--- config.mk ---
export PLATFORM = sky130hd
export DESIGN_NAME = papuf_eval_ctrl
export DESIGN_NICKNAME = d
export VERILOG_FILES = /design/src/rtl/papuf_pkg.sv /design/src/rtl/papuf_vote_acc.sv /design/src/rtl/papuf_eval_ctrl.sv
export SDC_FILE = /design/constraint.sdc
export NUM_CORES = 1
export LEC_CHECK = 0
export CAP_MARGIN = 40
export CORE_MARGIN = 2
export CORE_UTILIZATION = 45
export CTS_CLUSTER_DIAMETER = 50
export DETAILED_ROUTE_END_ITERATION = 8
export GPL_TIMING_DRIVEN = 0
export HOLD_SLACK_MARGIN = 0.05
export PLACE_DENSITY = 0.7
export SETUP_SLACK_MARGIN = 0.02
export SLEW_MARGIN = 20
export SYNTH_ARGS = -nofsm -noshare
export SYNTH_HDL_FRONTEND = slang
export SYNTH_SLANG_ARGS = --single-unit
--- constraint.sdc ---
create_clock -name clk -period 1.8 [get_ports clk]
set_input_delay 0.54 -clock clk [delete_from_list [all_inputs] [get_ports clk]]
set_output_delay 0.54 -clock clk [all_outputs]
set_load 0.005 [all_outputs]
--- src/rtl/papuf_pkg.sv ---
// Shared types and width helpers for the PAPUF evaluation controller.
// Included by the top and by the per-bit vote accumulator.
package papuf_pkg;

  typedef enum logic [1:0] {
    IDLE  = 2'd0,
    FIRE  = 2'd1,
    RELAX = 2'd2,
    DONE  = 2'd3
  } eval_state_t;

  // Vote counter must hold 0..VOTE_N.
  function automatic int cnt_w(input int vote_n);
    return $clog2(vote_n + 1);
  endfunction

  // Round counter must hold 0..VOTE_N.
  function automatic int round_w(input int vote_n);
    return $clog2(vote_n + 1);
  endfunction

  function automatic bit params_ok(input int n_resp, input int settle_cyc, input int vote_n);
    return (vote_n % 2 == 1) && (vote_n >= 1) && (settle_cyc >= 3) &&
           (n_resp % 2 == 0) && (n_resp >= 2);
  endfunction

endpackage

--- src/rtl/papuf_vote_acc.sv ---
// Per-bit majority accumulator: counts high samples of one synchronised PUF bit
// and reports the majority vote and whether every sample agreed.
module papuf_vote_acc
  import papuf_pkg::*;
#(
  parameter int VOTE_N = 5,
  parameter int CW     = cnt_w(VOTE_N)
) (
  input  logic clk,
  input  logic rst_n,
  input  logic clear,
  input  logic sample,
  input  logic din,
  output logic vote,
  output logic stable
);

  logic [CW-1:0] cnt_r;

  // Count high samples; clear has priority over a coincident sample.
  always_ff @(posedge clk or negedge rst_n) begin
    if (!rst_n) begin
      cnt_r <= '0;
    end else if (clear) begin
      cnt_r <= '0;
    end else if (sample && din) begin
      cnt_r <= cnt_r + CW'(1);
    end else begin
      cnt_r <= cnt_r;
    end
  end

  assign vote   = (cnt_r > CW'(VOTE_N / 2));
  assign stable = (cnt_r == CW'(0)) || (cnt_r == CW'(VOTE_N));

endmodule

--- src/rtl/papuf_eval_ctrl.sv ---
// PAPUF evaluation controller: holds the challenge, fires the array VOTE_N times,
// majority-votes the synchronised responses and reports a per-bit stability mask.
module papuf_eval_ctrl
  import papuf_pkg::*;
#(
  parameter int N_RESP     = 16,
  parameter int CHAL_W     = 16,
  parameter int SETTLE_CYC = 8,
  parameter int VOTE_N     = 5
) (
  input  logic              clk,
  input  logic              rst_n,
  input  logic              start,
  input  logic              abort,
  input  logic [CHAL_W-1:0] challenge,
  input  logic              xor_mode,
  output logic [CHAL_W-1:0] chal_out,
  output logic              puf_pulse,
  input  logic [N_RESP-1:0] puf_resp,
  output logic              busy,
  output logic              done,
  output logic [N_RESP-1:0] response,
  output logic [N_RESP-1:0] stable
);

  localparam int PW = $clog2(SETTLE_CYC);
  localparam int RW = round_w(VOTE_N);
  localparam logic [PW-1:0] PH_LAST    = PW'(SETTLE_CYC - 1);
  localparam logic [RW-1:0] ROUND_LAST = RW'(VOTE_N - 1);

  if (!params_ok(N_RESP, SETTLE_CYC, VOTE_N)) begin : g_bad_params
    $error("papuf_eval_ctrl: need VOTE_N odd, SETTLE_CYC>=3, N_RESP even");
  end

  eval_state_t       state_r, state_s;
  logic [PW-1:0]     phase_r;
  logic [RW-1:0]     round_r;
  logic              xor_r;
  logic [N_RESP-1:0] sync1_r, sync2_r;
  logic [CHAL_W-1:0] chal_out_r;
  logic              puf_pulse_r, busy_r, done_r;
  logic [N_RESP-1:0] response_r, stable_r;
  logic              accept_s, abort_s, sample_s, phase_last_s, clear_s;
  logic [N_RESP-1:0] vote_s, stab_s, fold_s, result_s;

  // Next-state decode; abort is honoured only while the array is being exercised.
  always_comb begin
    state_s      = state_r;
    accept_s     = 1'b0;
    abort_s      = 1'b0;
    sample_s     = 1'b0;
    phase_last_s = (phase_r == PH_LAST);
    case (state_r)
      IDLE: begin
        if (start && !abort) begin
          state_s  = FIRE;
          accept_s = 1'b1;
        end else begin
          state_s = IDLE;
        end
      end
      FIRE: begin
        if (abort) begin
          state_s = IDLE;
          abort_s = 1'b1;
        end else if (phase_last_s) begin
          state_s  = RELAX;
          sample_s = 1'b1;
        end else begin
          state_s = FIRE;
        end
      end
      RELAX: begin
        if (abort) begin
          state_s = IDLE;
          abort_s = 1'b1;
        end else if (phase_last_s) begin
          state_s = (round_r == ROUND_LAST) ? DONE : FIRE;
        end else begin
          state_s = RELAX;
        end
      end
      DONE:    state_s = IDLE;
      default: state_s = IDLE;
    endcase
  end

  assign clear_s = accept_s | abort_s;

  for (genvar i = 0; i < N_RESP; i++) begin : g_bit
    papuf_vote_acc #(.VOTE_N(VOTE_N)) u_acc (
      .clk    (clk),
      .rst_n  (rst_n),
      .clear  (clear_s),
      .sample (sample_s),
      .din    (sync2_r[i]),
      .vote   (vote_s[i]),
      .stable (stab_s[i])
    );
    assign fold_s[i] = vote_s[i] ^ vote_s[N_RESP-1-i];
  end

  assign result_s = xor_r ? fold_s : vote_s;

  // Control state, counters, synchroniser and registered outputs.
  always_ff @(posedge clk or negedge rst_n) begin
    if (!rst_n) begin
      state_r     <= IDLE;
      phase_r     <= '0;
      round_r     <= '0;
      xor_r       <= 1'b0;
      sync1_r     <= '0;
      sync2_r     <= '0;
      chal_out_r  <= '0;
      puf_pulse_r <= 1'b0;
      busy_r      <= 1'b0;
      done_r      <= 1'b0;
      response_r  <= '0;
      stable_r    <= '0;
    end else begin
      state_r     <= state_s;
      sync1_r     <= puf_resp;
      sync2_r     <= sync1_r;
      puf_pulse_r <= (state_s == FIRE);
      done_r      <= (state_r == DONE);
      if (state_s != state_r || (state_r != FIRE && state_r != RELAX)) begin
        phase_r <= '0;
      end else begin
        phase_r <= phase_r + PW'(1);
      end
      if (accept_s) begin
        round_r <= '0;
      end else if (state_r == RELAX && phase_last_s && !abort) begin
        round_r <= round_r + RW'(1);
      end else begin
        round_r <= round_r;
      end
      if (accept_s) begin
        chal_out_r <= challenge;
        xor_r      <= xor_mode;
        busy_r     <= 1'b1;
      end else if (abort_s || state_r == DONE) begin
        busy_r <= 1'b0;
      end else begin
        busy_r <= busy_r;
      end
      // Results are captured only on completion, so an abort leaves them intact.
      if (state_r == DONE) begin
        response_r <= result_s;
        stable_r   <= stab_s;
      end else begin
        response_r <= response_r;
        stable_r   <= stable_r;
      end
    end
  end

  assign chal_out  = chal_out_r;
  assign puf_pulse = puf_pulse_r;
  assign busy      = busy_r;
  assign done      = done_r;
  assign response  = response_r;
  assign stable    = stable_r;

endmodule

==> flow_summary.toml, run 1 <==
[outcome]
outcome = "complete, no violations"

[timing]
hold_viol = 0
fin_crit_sh_pct = 96.6
fin_worst_skew_ns = 0.00566
rsz0062_at_grt = "true"
max-slew-margin-rel_pct = 53.9
drv_slew = 0
fin_crit_ns = 1.74
tightest_slew_ns = 0.691
clock.fmax_mhz = 575
setup_viol = 0
hold_slack_ns = 0.347
worst_slack_ns = 0.0614

[floorplan]
start_util_pct = 46.2
die_h_um = 126
design.portCount = 88
dieArea_um2 = 16000
die_width_um = 126
rows = 44
core_area_um2 = 14600

[final_layout]
multiInputGateArea_um2 = 3060
area_growth_pct = 29.1
seq_area_um2 = 3500
layout-drive-gt1-share_pct = 14.6
fin_nets = 859
n_antenna_cell = 0
post-route-util_pct = 59.7
fillers = 1195

[setup_path]
crit_arrival_ns = 2.05
crit_required_ns = 2.11
path_cells = "ha_2, ha_4, and3b_2, buf_12, buf_12, nand2_1, xnor2_1, nor2_1"
crit_slowest_cell = "dfrtp_1"
crit_path_frequent_cell = "buf_12"
cp-end-kind = "flip-flop"
worstSetupPathType = "reg2reg"
cp_num_buf_inv = 2
critPathLaunchType = "flip-flop"
rr_worst_depth = 8
startpoint = "phase_r[0]$_DFF_PN0_"
slowest_delay_ns = 0.39
path_delay_family = "simple AND/OR/NAND/NOR gates"
cp_max_fo = 10
crit_cells = 8
r2r-start = "phase_r[0]$_DFF_PN0_"

[power_and_ir_drop]
power_frac_seq_pct = 43.1
p_leak_nw = 4.30
clock_power_share_pct = 49.8
powerDensity_nw_per_um2 = 900
peakVddDrop_mv = 0.662
p_sw_mw = 1.77
swShare_pct = 22.6
cell_internal_pwr_mw = 6.06
p_comb_share_pct = 7.1

[worst_hold_path]
holdCritPathClass = "reg2reg"
holdPathStages = 0
hp-start = "sync1_r[7]$_DFF_PN0_"

[detailed_routing]
wirelength_um = 15100
drc = 0
drt-initial-drc-count = 236
dr.pass1.iters = 5
ant_nets = 0
wl_per_cell_um = 16.0
vias = 4714
via_per_inst = 4.98

[clock_network]
tritoncts = "yes"
clock-root-buffer = "clkbuf_16"
clock_latency_ns = 0.42
cts_buffers = 17
cts_buffer_depth = 2
cts_num_sinks = 140
clk_pin_slew_ns = 0.06
h-tree-depth = 4

[place]
port_buffers = 87
hpwl_um = 10000
place.gp.congestion = 0.843
pre_cts_ws_ns = -0.631

[grt]
grt_pass1_vias = 4892
grt_pass1_wl_um = 24500
antenna_found_initial = 0
grt_max_degree = 95
grt_overflow = 0
grt_use_total_pct = 19.7

[job]
maxCapViolations = 0

[logic_synthesis]
synth_top_family_by_area = "simple AND/OR/NAND/NOR gates"
synth-edff-count = 0
ys_ff_latch = 140
muxShareOfSynthArea_pct = 5.64
synthXorXnorAreaFrac_pct = 6.62
synth_top_cell_area_share_pct = 51.9
synth_nets = 737
synthArstFlopShare_pct = 100
synth-simple-area-share_pct = 14.7
synth_fa_ha_area_share_pct = 13.5
synth_area_um2 = 6750
yosysUniqueCellTypes = 29
dominantRegCellSynth = "dfrtp_1"
avgSynthCellArea_um2 = 10.8
synth_area_leaders = "dfrtp_1 52%, ha_1 14%, nand2_1 4.8%"
synth_top_area_cell = "dfrtp_1"
synth_compound_area_share_pct = 4.12
ys_warn_count = 0
ys_seq_area_share_pct = 51.9
syn_inst = 627
layout by cell type (no fill, tap or decap), types with 2 or more instances in the layout:
cell	count
clkinv_4	3
clkbuf_2	2
buf_12	2
clkbuf_1	5
ha_1	68
nand2_1	84
buf_2	2
inv_2	2
clkdlybuf4s50_1	35
buf_6	4
inv_6	2
clkbuf_16	17
dfrtp_1	139
xnor2_1	33
nor2b_1	18
xor2_1	17
nor2_1	52
a21oi_1	32
or2_2	16
nand3b_1	2
buf_4	18
dlygate4sd2_1	51
o21ai_0	16
clkinvlp_4	2
mux2i_1	20
clkbuf_4	2
nor3b_1	2
mux2_2	16
nand2_2	3
ha_2	4
inv_1	34
nand3_1	33
nor3_1	2
bufinv_16	5
power by group through the flow:
stage          Sequential (mW)  Clock (mW)  Combinational, mW
6_report                  3.38        3.90              0.557
5_1_grt                   3.39        4.12              0.620
4_1_cts                   3.38        3.96              0.563
3_5_place_dp              3.43           0              0.589
3_3_place_gp              3.43           0              0.572
2_1_floorplan             3.42           0              0.167
state kept, by name (all words and copies together), names as in the netlist:
signal / cells
done: 1
puf_pulse: 1
busy: 1
sync1_r: 16
state_r: 2
phase_r: 3
g_bit.u_acc.cnt_r: 48
stable: 16
response: 16
xor_r: 1
chal_out: 16
sync2_r: 16
round_r: 3
cell families (layout without fill, tap and decap cells):
logic type      after synthesis  count (layout)
buf+inv                      57             192
simple gates                219             219
fa+ha+maj                    73              73
mux                          36              36
flops                       140             140
xor+xnor                     51              51
compound gates               51              51
worst reg2reg max path: cells and delay by family (launching register included):
kind	cells	cell delay (ns)
AND/OR/NAND/NOR	3	0.42
buffers and inverters	2	0.31
adder cells (fa/ha/maj)	2	0.38
flip-flops	1	0.39
XOR/XNOR	1	0.14
synthesized netlist by cell type, drive strengths merged (17+ instances only):
| library cell | n |
|---|---|
| ha | 73 |
| nor2 | 52 |
| xnor2 | 34 |
| nand2 | 87 |
| xor2 | 17 |
| mux2i | 20 |
| or2 | 17 |
| dfrtp | 140 |
| nand3 | 33 |
| a21oi | 32 |
| inv | 36 |
| nor2b | 18 |
timing repair:
| item | 4_1_cts | 5_1_grt |
|---|---|---|
| hold buffers | 1 | 0 |
| gates resized for setup | 74 | 20 |
| setup endpoints to repair | 130 | 82 |
| hold endpoints to repair | 46 | 0 |
| setup buffers | 10 | 4 |
| pin swaps | 0 | 3 |
layer usage:
layer  wire (µm)  global-route usage, %  vias up
li1            -                      -     2265
met1        6580                   25.2     2347
met2        7710                   33.3       85
met3         646                   5.44       17
met4         156                   5.04        0
met5           0                      0        -
layout make-up:
class | instances | share of cell area (%)
flip-flops and latches | 140 | 40.2
multi-input cells | 430 | 35.1
repair buffers | 104 | 11.1
clock buffers | 19 | 5.09
well taps | 184 | 2.64
clock inverters | 13 | 2.46
plain buffers | 20 | 1.81
inverters | 36 | 1.55
through the flow:
| step | cell area [µm²] | std cells | setup TNS (ns) | total power, mW |
|---|---|---|---|---|
| after global routing | 8710 | 946 | -0.0421 | 8.13 |
| after floorplan | 6750 | 627 | 0 | 3.59 |
| after CTS | 8620 | 943 | 0 | 7.90 |
| after global placement | 7850 | 898 | -792.12 | 4.00 |
| final | 8710 | 946 | 0 | 7.84 |
| after detailed placement | 7890 | 900 | -38.58 | 4.02 |
path summary, 6_finish.rpt:
check / end / slack [ns]
worst min-delay path: sync2_r[7]$_DFF_PN0_ / 0.35
worst min register to register: sync2_r[7]$_DFF_PN0_ / 0.35
max in group asynchronous: state_r[0]$_DFF_PN0_ / 0.40
min in group asynchronous: g_bit[13].u_acc.cnt_r[1]$_DFFE_PN0P_ / 0.61
worst max-delay path: g_bit[3].u_acc.cnt_r[0]$_DFFE_PN0P_ / 0.06
worst max register to register: g_bit[3].u_acc.cnt_r[0]$_DFFE_PN0P_ / 0.06
Power figures use the tool's default switching activity.
==> run 2: changes to the inputs <==
- CORE_MARGIN: 2 -> unset
- CORE_UTILIZATION: 45 -> 50
- PLACE_DENSITY: 0.7 -> 0.76
==> flow_summary.toml, run 2 (synthesis results as in run 1) <==
[setup_path]
crit_arrival_ns = 2.03
cp_num_buf_inv = 1
slowest_delay_ns = 0.49
path_delay_family = "buffers and inverters"
path_cells = "ha_1, clkdlybuf4s18_2, mux2_2"
cp_max_fo = 10
crit_required_ns = 2.11
cp-end-kind = "flip-flop"
critPathLaunchType = "flip-flop"
worstSetupPathType = "reg2reg"
crit_slowest_cell = "clkdlybuf4s18_2"

[worst_hold_path]
holdCritPathClass = "reg2reg"

[clock_network]
clk_pin_slew_ns = 0.06
cts_num_sinks = 140
h-tree-depth = 4
clock-root-buffer = "clkbuf_16"
cts_buffers = 17
tritoncts = "yes"
clock_latency_ns = 0.43
cts_buffer_depth = 2

[floorplan]
dieArea_um2 = 14000
die_h_um = 118
start_util_pct = 51.1
die_width_um = 118
rows = 42
core_area_um2 = 13200
design.portCount = 88

[final_layout]
n_antenna_cell = 0
max_flop_register = "g_bit.u_acc.cnt_r"
largest_register_ffs = 48
layout-drive-gt1-share_pct = 15.2
area_growth_pct = 29.2
final_common_cell = "dfrtp_1"
fin_nets = 860
final_cell_mix = "139 x dfrtp_1, 85 x nand2_1, 69 x ha_1, 52 x nor2_1, 51 x dlygate4sd2_1"
fillers = 1052
post-route-util_pct = 66.1

[grt]
antenna_found_initial = 0
grt_pass1_wl_um = 24200
grt_overflow = 0
grt_pass1_vias = 5074
grt_use_total_pct = 22.5
grt_max_degree = 102

[power_and_ir_drop]
powerDensity_nw_per_um2 = 882
p_sw_mw = 1.70
cell_internal_pwr_mw = 5.99
clock_power_share_pct = 48.7
swShare_pct = 22.1
peakVddDrop_mv = 0.767
power_frac_seq_pct = 43.9
p_leak_nw = 4.32
p_comb_share_pct = 7.3

[detailed_routing]
drt-initial-drc-count = 223
drc = 1
dr.pass1.iters = 6
vias = 4691
via_per_inst = 5.00
ant_nets = 0
wl_per_cell_um = 15.3
wirelength_um = 14400

[timing]
clock.fmax_mhz = 584
tightest_slew_ns = 0.624
hold_viol = 0
setup_viol = 0
drv_slew = 0
rsz0062_at_grt = "true"
setup_tns_ns = 0
fin_worst_skew_ns = 0.00580
fin_crit_ns = 1.71
max-slew-margin-rel_pct = 58.4
fin_crit_sh_pct = 95.2

[place]
port_buffers = 87
place.gp.congestion = 0.770
hpwl_um = 9410

[outcome]
failed_checks = "DRC"
outcome = "complete, but fails checks"

[job]
maxCapViolations = 0
==> run 2: cell types whose count changed in the layout (fill, tap and decap cells not counted), moves of 2 or more <==
cell      change
a21oi_1       -2
clkbuf_8      +2
inv_6         -2
buf_4         +2
clkinv_2      +3
a21oi_2       +2
==> run 2: final cells by class <==
type / instances / area, µm² / area share (%)
tap: 176 / 220 / 2.53
sequential: 140 / 3500 / 40.2
clock buffer: 21 / 470 / 5.40
multi-input combinational: 430 / 3080 / 35.3
inverter: 36 / 135 / 1.55
timing repair buffer: 105 / 982 / 11.3
clock inverter: 11 / 165 / 1.90
buffer: 20 / 159 / 1.82
==> run 2: through the flow <==
| step | hold WS, ns | setup WS, ns | power, mW | instance area, µm² | std cells |
|---|---|---|---|---|---|
| after CTS | 0.350 | 0.0173 | 7.74 | 8610 | 938 |
| after global placement | 0.333 | -5.28 | 4.00 | 7840 | 890 |
| after floorplan | 0.244 | 0.0886 | 3.59 | 6750 | 627 |
| final | 0.348 | 0.0863 | 7.69 | 8710 | 939 |
| after global routing | 0.360 | 0.0113 | 7.95 | 8710 | 939 |
| after detailed placement | 0.337 | -0.622 | 4.01 | 7870 | 891 |
==> run 2: path summary, 6_finish.rpt <==
| kind | from | endpoint | slack (ns) | cells after the start |
|---|---|---|---|---|
| max reg2reg | state_r[0]$_DFF_PN0_ | response[8]$_DFFE_PN0P_ | 0.09 | 3 |
| max | state_r[0]$_DFF_PN0_ | response[8]$_DFFE_PN0P_ | 0.09 | 3 |
| max in group asynchronous | rst_n | g_bit[7].u_acc.cnt_r[1]$_DFFE_PN0P_ | 0.42 | 3 |
| min reg2reg | sync1_r[11]$_DFF_PN0_ | sync2_r[11]$_DFF_PN0_ | 0.35 | 0 |
| min | sync1_r[11]$_DFF_PN0_ | sync2_r[11]$_DFF_PN0_ | 0.35 | 0 |
| min in group asynchronous | rst_n | stable[11]$_DFFE_PN0P_ | 0.58 | 2 |
==> run 2: metal layers <==
layer | vias up | GRT usage [%] | wire (µm)
li1 | 2264 | - | -
met1 | 2300 | 26.4 | 6000
met2 | 104 | 39.2 | 7440
met3 | 23 | 5.55 | 633
met4 | 0 | 9.70 | 294
met5 | - | 0 | 0
==> run 2: power by group through the flow <==
stage | registers [mW] | logic (mW) | clock network [mW]
2_1_floorplan | 3.42 | 0.167 | 0
3_3_place_gp | 3.43 | 0.566 | 0
3_5_place_dp | 3.43 | 0.580 | 0
4_1_cts | 3.38 | 0.570 | 3.79
5_1_grt | 3.39 | 0.630 | 3.92
6_report | 3.38 | 0.564 | 3.75
==> run 2: repair_timing <==
action	4_1_cts	5_1_grt
buffers inserted	14	2
pin swaps	1	1
resized for setup	75	24
hold buffers	1	0
endpoints found under the setup margin	138	71
hold endpoints to repair	39	0
==> run 3: changes to the inputs <==
- CELL_PAD_IN_SITES_DETAIL_PLACEMENT: unset -> 2
- CELL_PAD_IN_SITES_GLOBAL_PLACEMENT: unset -> 2
- CORE_UTILIZATION: 50 -> 34
- PLACE_DENSITY: 0.76 -> unset
- PLACE_DENSITY_LB_ADDON: unset -> 0.1
- SYNTH_HIERARCHICAL: unset -> 1
==> flow_summary.toml, run 3 <==
[outcome]
outcome = "complete, but fails checks"
failed_checks = "setup timing"

[clock_network]
cts_num_sinks = 140
clk_pin_slew_ns = 0.06
cts_buffer_depth = 2
clock_latency_ns = 0.43
tritoncts = "yes"
clock-root-buffer = "clkbuf_16"
cts_buffers = 17
holdBufCountCts = 0
h-tree-depth = 4

[setup_path]
cp_num_buf_inv = 0
cp-end-kind = "flip-flop"
critPathLaunchType = "flip-flop"
worstSetupPathType = "reg2reg"
crit_arrival_ns = 2.26
path_delay_family = "flip-flops"
path_cells = "ha_2, ha_4, nand2b_4, a311oi_4, mux2_4, nor3b_2"
slowest_delay_ns = 0.40
crit_required_ns = 2.14
crit_slowest_cell = "dfrtp_1"
cp_max_fo = 4

[grt]
grt_use_total_pct = 20.1
grt_overflow = 0
antenna_found_initial = 0
grt_pass1_wl_um = 32900
grt_max_degree = 72
grt_pass1_vias = 5966

[logic_synthesis]
dominantRegCellSynth = "dfrtp_1"
synth_top_family_by_area = "adder cells"
ys_warn_count = 6
synthXorXnorAreaFrac_pct = 2.20
synth-simple-area-share_pct = 10.6
synth_top_area_cell = "dfrtp_1"
synth_nets = 693
synth_compound_area_share_pct = 10.9
synth_fa_ha_area_share_pct = 12.7
syn_inst = 584
synth_area_um2 = 7110
synth_area_leaders = "dfrtp_1 49%, ha_1 13%, mux2_2 7.6%"
ys_seq_area_share_pct = 49.3
synth_top_cell_area_share_pct = 49.3
synth_most_common_cell = "dfrtp_1"
ys_ff_latch = 140
synth-edff-count = 0
muxShareOfSynthArea_pct = 11.5
avgSynthCellArea_um2 = 12.2
yosysUniqueCellTypes = 32
synth_commonest_cells = "140 x dfrtp_1, 72 x ha_1, 49 x a21oi_1"
synthArstFlopShare_pct = 100

[timing]
hold_slack_ns = 0.0612
max-slew-margin-rel_pct = 61.8
fin_crit_sh_pct = 107
fin_crit_ns = 1.92
rsz0062_at_grt = "true"
clock.fmax_mhz = 521
drv_slew = 0
setup_viol = 20
hold_viol = 0
worst_slack_ns = -0.120
tightest_slew_ns = 0.573
fin_worst_skew_ns = 0.00483
setup_tns_ns = -1.00

[job]
maxCapViolations = 0

[power_and_ir_drop]
p_leak_nw = 4.51
p_sw_mw = 1.87
peakVddDrop_mv = 0.592
p_comb_share_pct = 9.0
cell_internal_pwr_mw = 6.04
power_frac_seq_pct = 42.7
clock_power_share_pct = 48.3
powerDensity_nw_per_um2 = 806
swShare_pct = 23.6
design_power_total_mw = 7.91

[final_layout]
seq_area_um2 = 3500
post-route-util_pct = 48.2
largest_register_ffs = 48
final_common_cell = "dfrtp_1"
fin_nets = 842
final_cell_mix = "139 x dfrtp_1, 67 x ha_1, 51 x dlygate4sd2_1, 48 x mux2_2, 36 x inv_1"
max_flop_register = "g_bit.u_acc/cnt_r"
area_growth_pct = 38.0
fin_cells = 1015
fillers = 1998
multiInputGateArea_um2 = 3850
final_area_um2 = 9820
n_antenna_cell = 0
layout-drive-gt1-share_pct = 31.9

[floorplan]
design.portCount = 88
dieArea_um2 = 21500
core_area_um2 = 20400
start_util_pct = 34.9
die_width_um = 147
rows = 52
die_h_um = 147

[place]
placed_area_um2 = 8430
hpwl_um = 11600
pre_cts_ws_ns = -1.20
place.gp.congestion = 0.679
place_inst = 943
port_buffers = 86

[detailed_routing]
ant_nets = 0
wl_met3_um = 970
via_per_inst = 4.97
drt-initial-drc-count = 125
drc = 0
dr.pass1.iters = 4
vias = 5048
top_layer_used = "met4"
wl_met1_um = 8610
wirelength_um = 20400
wl_per_cell_um = 20.1
wl_met2_um = 10500

[worst_hold_path]
holdCritPathClass = "in2async"
run 3: layout make-up:
class                      instances  area share [%]
inverter                          39            1.54
tap                              270            3.44
clock buffer                      20            4.75
clock inverter                    11            1.70
sequential                       140            35.7
timing repair buffer             126            12.9
multi-input combinational        400            39.2
buffer                             9           0.778
run 3: repair_timing:
action / CTS / global route
gates cloned: 7 / 2
buffers inserted: 28 / 8
setup endpoints to repair: 134 / 65
gates resized for setup: 95 / 45
pin swaps: 17 / 18
run 3: power by group through the flow:
stage	sequential (mW)	combinational [mW]	clock, mW
after global routing	3.39	0.775	4.02
after CTS	3.37	0.699	3.92
after global placement	3.42	0.622	0
after detailed placement	3.43	0.650	0
after floorplan	3.42	0.219	0
final	3.38	0.711	3.82
run 3: metal layers:
layer,vias up,GRT usage (%)
met5,-,0
met4,0,6.35
met3,23,5.53
met2,96,35.4
met1,2628,23.5
li1,2301,-
run 3: final timing paths:
kind | from | to | slack [ns] | cells after the start
setup / recovery | phase_r[0]$_DFF_PN0_ | phase_r[1]$_DFF_PN0_ | -0.12 | 6
hold / removal | rst_n | stable[13]$_DFFE_PN0P_ | 0.06 | 1
setup reg to reg | phase_r[0]$_DFF_PN0_ | phase_r[1]$_DFF_PN0_ | -0.12 | 6
hold reg to reg | sync1_r[1]$_DFF_PN0_ | sync2_r[1]$_DFF_PN0_ | 0.35 | 0
max in group asynchronous | rst_n | state_r[1]$_DFF_PN0_ | 0.97 | 2
min in group clk | sync1_r[1]$_DFF_PN0_ | sync2_r[1]$_DFF_PN0_ | 0.35 | 0
run 3: kinds of logic (layout without fill, tap and decap cells):
kind of cell / Yosys count / in the layout
flip-flops: 140 / 140
XOR/XNOR: 17 / 17
buffers and inverters: 49 / 205
AO/OA/AOI/OAI: 109 / 109
multiplexers: 67 / 67
adder cells (fa/ha/maj): 72 / 72
AND/OR/NAND/NOR: 130 / 135
run 3: worst reg2reg max path, delay by kind of cell (launching register included):
kind / cells / cell delay (ns)
mux: 1 / 0.37
fa+ha+maj: 2 / 0.39
flops: 1 / 0.40
simple gates: 2 / 0.34
compound gates: 1 / 0.34
